`config.mk`:
```
export PLATFORM = sky130hd
export DESIGN_NAME = sid_voice_dca_scheduler
export DESIGN_NICKNAME = d
export VERILOG_FILES = /design/src/rtl/sid_voice_dca_scheduler.sv
export SDC_FILE = /design/constraint.sdc
export NUM_CORES = 1
export LEC_CHECK = 0
export BUFFER_PORTS_ARGS = -buffer_cell sky130_fd_sc_hd__buf_2
export CORE_MARGIN = 2
export CORE_UTILIZATION = 55
export CTS_CLUSTER_SIZE = 40
export DETAILED_ROUTE_END_ITERATION = 8
export PLACE_DENSITY = 0.87
export SLEW_MARGIN = 20
export SYNTH_ARGS = -nofsm -noshare
export SYNTH_HDL_FRONTEND = slang
export SYNTH_SLANG_ARGS = --single-unit
```
`constraint.sdc`:
```
create_clock -name clock -period 23 [get_ports clock]
set_input_delay 0 -clock clock [delete_from_list [all_inputs] [get_ports clock]]
set_output_delay 0 -clock clock [all_outputs]
set_load 0.01 [all_outputs]
```
`src/rtl/sid_voice_dca_scheduler.sv`:
```
// rtl/sid_voice_dca_scheduler.sv - time-multiplexed voice DCA with one shared 12x8 multiplier
module sid_voice_dca_scheduler #(
    parameter int VOICES = 3,
    parameter int MIX_W  = 12 + $clog2(VOICES)
) (
    input  logic                  clock,
    input  logic                  reset,
    input  logic                  ce_1m,
    input  logic [12*VOICES-1:0]  wave_in,
    input  logic [8*VOICES-1:0]   env_in,
    input  logic [VOICES-1:0]     mute,
    input  logic                  overrun_clr,
    output logic [12*VOICES-1:0]  signal_out,
    output logic [MIX_W-1:0]      mix_out,
    output logic                  frame_valid,
    output logic                  busy,
    output logic                  overrun
);

    localparam int IDX_W = (VOICES > 1) ? $clog2(VOICES) : 1;
    localparam logic [IDX_W-1:0] LAST_IDX = IDX_W'(VOICES - 1);

    localparam logic [1:0] ST_IDLE = 2'd0;
    localparam logic [1:0] ST_RUN  = 2'd1;
    localparam logic [1:0] ST_DONE = 2'd2;

    logic [1:0]        state;
    logic [IDX_W-1:0]  idx;
    logic [MIX_W-1:0]  acc;

    logic [11:0]       snap_wave [VOICES];
    logic [7:0]        snap_env  [VOICES];
    logic [VOICES-1:0] snap_mute;
    logic [11:0]       stage     [VOICES];

    logic [11:0]       cur_wave;
    logic [7:0]        cur_env;
    logic              cur_mute;
    logic [19:0]       prod;
    logic [11:0]       amp;
    logic [7:0]        unused_prod_lsbs;

    // Select the snapshot of the voice currently owning the multiplier
    always_comb begin
        cur_wave = '0;
        cur_env  = '0;
        cur_mute = 1'b0;
        for (int i = 0; i < VOICES; i++) begin
            if (idx == IDX_W'(i)) begin
                cur_wave = snap_wave[i];
                cur_env  = snap_env[i];
                cur_mute = snap_mute[i];
            end
        end
    end

    // Shared multiplier; the envelope is a 0..255/256 gain, so keep the top 12 bits
    assign prod             = {8'd0, cur_wave} * {12'd0, cur_env};
    assign amp              = prod[19:8];
    assign unused_prod_lsbs = prod[7:0];

    assign busy = (state != ST_IDLE);

    // Frame sequencer: snapshot on tick, one voice per clock, then publish
    always_ff @(posedge clock or posedge reset) begin
        if (reset) begin
            state     <= ST_IDLE;
            idx       <= '0;
            acc       <= '0;
            snap_mute <= '0;
            for (int i = 0; i < VOICES; i++) begin
                snap_wave[i] <= '0;
                snap_env[i]  <= '0;
                stage[i]     <= '0;
            end
        end else begin
            case (state)
                ST_IDLE: begin
                    if (ce_1m) begin
                        for (int i = 0; i < VOICES; i++) begin
                            snap_wave[i] <= wave_in[12*i +: 12];
                            snap_env[i]  <= env_in[8*i +: 8];
                        end
                        snap_mute <= mute;
                        idx       <= '0;
                        acc       <= '0;
                        state     <= ST_RUN;
                    end
                end
                ST_RUN: begin
                    for (int i = 0; i < VOICES; i++) begin
                        if (idx == IDX_W'(i)) begin
                            stage[i] <= amp;
                        end
                    end
                    if (!cur_mute) begin
                        acc <= acc + MIX_W'(amp);
                    end
                    if (idx == LAST_IDX) begin
                        state <= ST_DONE;
                    end else begin
                        idx <= idx + 1'b1;
                    end
                end
                ST_DONE: begin
                    state <= ST_IDLE;
                end
                default: begin
                    state <= ST_IDLE;
                end
            endcase
        end
    end

    // Publish a coherent frame: all voices and the mix change together
    always_ff @(posedge clock or posedge reset) begin
        if (reset) begin
            signal_out  <= '0;
            mix_out     <= '0;
            frame_valid <= 1'b0;
        end else begin
            frame_valid <= (state == ST_DONE);
            if (state == ST_DONE) begin
                for (int i = 0; i < VOICES; i++) begin
                    signal_out[12*i +: 12] <= stage[i];
                end
                mix_out <= acc;
            end
        end
    end

    // Sticky overrun: a tick while busy is dropped; a new drop beats a clear
    always_ff @(posedge clock or posedge reset) begin
        if (reset) begin
            overrun <= 1'b0;
        end else if (ce_1m && (state != ST_IDLE)) begin
            overrun <= 1'b1;
        end else if (overrun_clr) begin
            overrun <= 1'b0;
        end
    end

endmodule

```
==> summary.md <==
| Metric | Value |
|---|---|
| Reg2Reg Setup Slack | `14.46 ns` |
| Worst relative slew slack | `35.36%` |
| Die Wd | `140.7 µm` |
| Syn_nets | `1166` |
| Data required time at the worst endpoint | `23.32 ns` |
| Primary FF master, synth | `dfrtp_1` |
| Final Critical Period | `8.538 ns` |
| Die height | `140.7 µm` |
| Max-cap viol count | `0` |
| Total congestion overflow | `0` |
| DR vias | `8048` |
| Area Overhead vs Synth | `20.00%` |
| Port bufs | `119` |
| Total track usage | `27.15%` |
| Total core area | `0.01852 mm²` |
| Initial antenna violation count | `1` |
| First-pass GRT wire length | `42140 µm` |
| Final Util | `66.64%` |
| Layout cells sized above 1 | `25.56%` |
| Post-route ant nets | `0` |
| Skew-Pair Late Insertion Delay | `0.45 ns` |
| Critical Path Fanout Max | `34` |
| CTS Buffer Depth | `2` |
| Largest net degree at the start of global routing | `106` |
| Gpl congestion | `0.8806` |
| Fmax | `0.1171 GHz` |
| Flops & latches, synth | `169` |
| Worst setup SP type | `register` |
| Syn Std Cell Area | `0.01028 mm²` |
| DRC violations left | `0` |
| CTS Sinks | `169` |
| Yosys cell types | `62` |
| Crit-path slowest cell | `a21oi_1` |
| Final wirelength | `25820 µm` |
| Reg clk slew, reported paths | `0.08 ns` |
| RSZ-0062 raised after global routing | `no` |
| CTS buffer count | `17` |
| Die area | `0.01981 mm²` |
| CP peak stage delay | `0.72 ns` |
| Cts hold-fix bufs | `66` |
| Worst min-delay path class | `primary input to register` |
| Run status | `finished, final reports clean` |
| CTS tree | `yes` |
| Asr flop ratio synth | `100.0%` |
| Root Driver | `clkbuf_16` |
| TNS Setup | `0 ns` |
| Worst slew pin tran | `0.9696 ns` |
| Worst Skew | `0.01620 ns` |
| DP HPWL | `17860 µm` |
| Sequential area share after synthesis | `41.12%` |
| Number of global-route vias before repair | `8320` |
| Placed instance area | `0.01110 mm²` |
| Final setup fails | `0` |
| CP Data Arrival Time | `8.86 ns` |
| Cells after synthesis | `986` |
| Initial DRT Pass Iterations | `6` |
| Synthesis Warnings | `0` |
| Max-slew violations | `0` |
| IO Count | `120` |
| Starting density of the core | `55.53%` |
| DRT iter0 DRCs | `705` |
| Fin. Hold Viols | `0` |
| # H-tree levels | `4` |
| Critical path endpoint category | `register` |
| Post-synth EDFFs | `0` |
| Layout Nets | `1337` |
| Post-cts resize count | `0` |
| Part of the cycle the worst path needs | `37.12%` |
| Syn avg cell area | `10.43 µm²` |
| Wire per inst | `18.38 µm` |
| Post-DR vias/cell | `5.728` |
| Post-CTS Setup Bufs | `0` |
| # rows | `50` |
| Post-route cell area | `0.01234 mm²` |
| CP Class | `register to register` |
[metrics by stage]
stage	instances	setup WS (ns)	hold slack [ns]
after floorplan	986	15.67	0.1168
after global placement	1306	15.00	0.2312
after detailed placement	1306	14.67	0.2350
after CTS	1404	14.57	0.3145
after global routing	1405	13.78	0.3323
final	1405	14.46	0.3105
[metal layers]
layer  track usage [%]  up-vias  routed length, µm
met3             5.129       67               1563
met4             10.58        0                832
met2             47.50      334              13100
li1                  -     3657                  -
met1             33.49     3990              10320
met5                 0        -                  0
[critical path, delay by kind of cell (launching register included)]
family / cells / cell delay [ns]
DFF: 1 / 0.40
buffers and inverters: 5 / 0.66
adders and majority gates: 7 / 3.10
and+or+nand+nor: 8 / 0.89
xor gates and xnor gates: 2 / 0.54
AOI/OAI and AO/OA: 10 / 2.80
[layout by cell type, fill, tap and decap left out, types with 4 or more instances in the layout]
| cell | netlist | final |
|---|---|---|
| nor3_1 | 4 | 4 |
| nor2_1 | 117 | 116 |
| buf_4 | 0 | 10 |
| nand2b_1 | 8 | 8 |
| o21ai_0 | 53 | 53 |
| a21o_1 | 11 | 11 |
| buf_2 | 2 | 119 |
| fa_1 | 60 | 60 |
| clkbuf_16 | 0 | 17 |
| nand4_1 | 5 | 5 |
| inv_1 | 92 | 91 |
| o21ai_1 | 12 | 12 |
| nand3_1 | 12 | 12 |
| xnor2_1 | 6 | 6 |
| nor2b_1 | 6 | 5 |
| dfrtp_1 | 169 | 169 |
| dlygate4sd3_1 | 0 | 66 |
| a22o_1 | 4 | 4 |
| nand2_1 | 81 | 81 |
| inv_8 | 0 | 4 |
| or2_2 | 13 | 13 |
| mux2_2 | 112 | 112 |
| a21oi_1 | 55 | 55 |
| xor2_1 | 10 | 10 |
| nand3b_1 | 4 | 4 |
| ha_1 | 53 | 53 |
[synthesized netlist by cell type, types with 4 or more instances]
cell type    n  area, µm²
dfrtp_1    169       4229
nor2_1     117      439.2
mux2_2     112       1261
inv_1       92      345.3
nand2_1     81      304.0
fa_1        60       1201
a21oi_1     55      275.3
ha_1        53      663.1
o21ai_0     53      265.3
clkbuf_1    36      135.1
or2_2       13      81.33
nand3_1     12      60.06
o21ai_1     12      60.06
a21o_1      11      82.58
xor2_1      10      87.58
nand2b_1     8      50.05
nor2b_1      6      37.54
xnor2_1      6      52.55
nand4_1      5      31.28
a22o_1       4      35.03
buf_1        4      15.01
nand3b_1     4      30.03
nor3_1       4      20.02
[final timing paths]
check / startpoint / endpoint / depth (start not counted)
max in group asynchronous: reset / acc[12] / 4
hold reg to reg: stage[25] / stage[25] / 2
min in group asynchronous: reset / snap_env[5] / 3
setup reg to reg: idx[1] / acc[11] / 32
hold / removal: wave_in[29] / snap_wave[5] / 3
setup / recovery: idx[1] / acc[11] / 32
[cells by family (layout without fill, tap and decap cells)]
kind of cell	count (synthesis)	in the layout	synth area share [%]
AO/OA/AOI/OAI	170	170	10.03
XOR/XNOR	16	16	1.363
multiplexers	115	115	12.59
AND/OR/NAND/NOR	268	268	11.74
buffers and inverters	135	319	5.025
flip-flops	169	169	41.12
adder cells (fa/ha/maj)	113	113	18.13
other	0	1	0
[area by class of cell]
| class | instances | area [µm²] |
|---|---|---|
| fill | 1328 | 6177 |
| multi-input combinational | 682 | 5553 |
| sequential | 169 | 4229 |
| timing repair buffer | 195 | 1331 |
| clock buffer | 17 | 425.4 |
| inverter | 92 | 350.3 |
| tap | 234 | 292.8 |
| clock inverter | 15 | 156.4 |
| antenna | 1 | 2.502 |
[state kept, by name, indices dropped and copies added (netlist names)]
name,cells
acc,14
frame_valid,1
idx,2
mix_out,14
overrun,1
signal_out,36
snap_env,24
snap_mute,3
snap_wave,36
stage,36
state,2
Power is left out: the tool's default activity adds up to more than one toggle a clock period on the data nets, which glitch-free logic cannot reach.
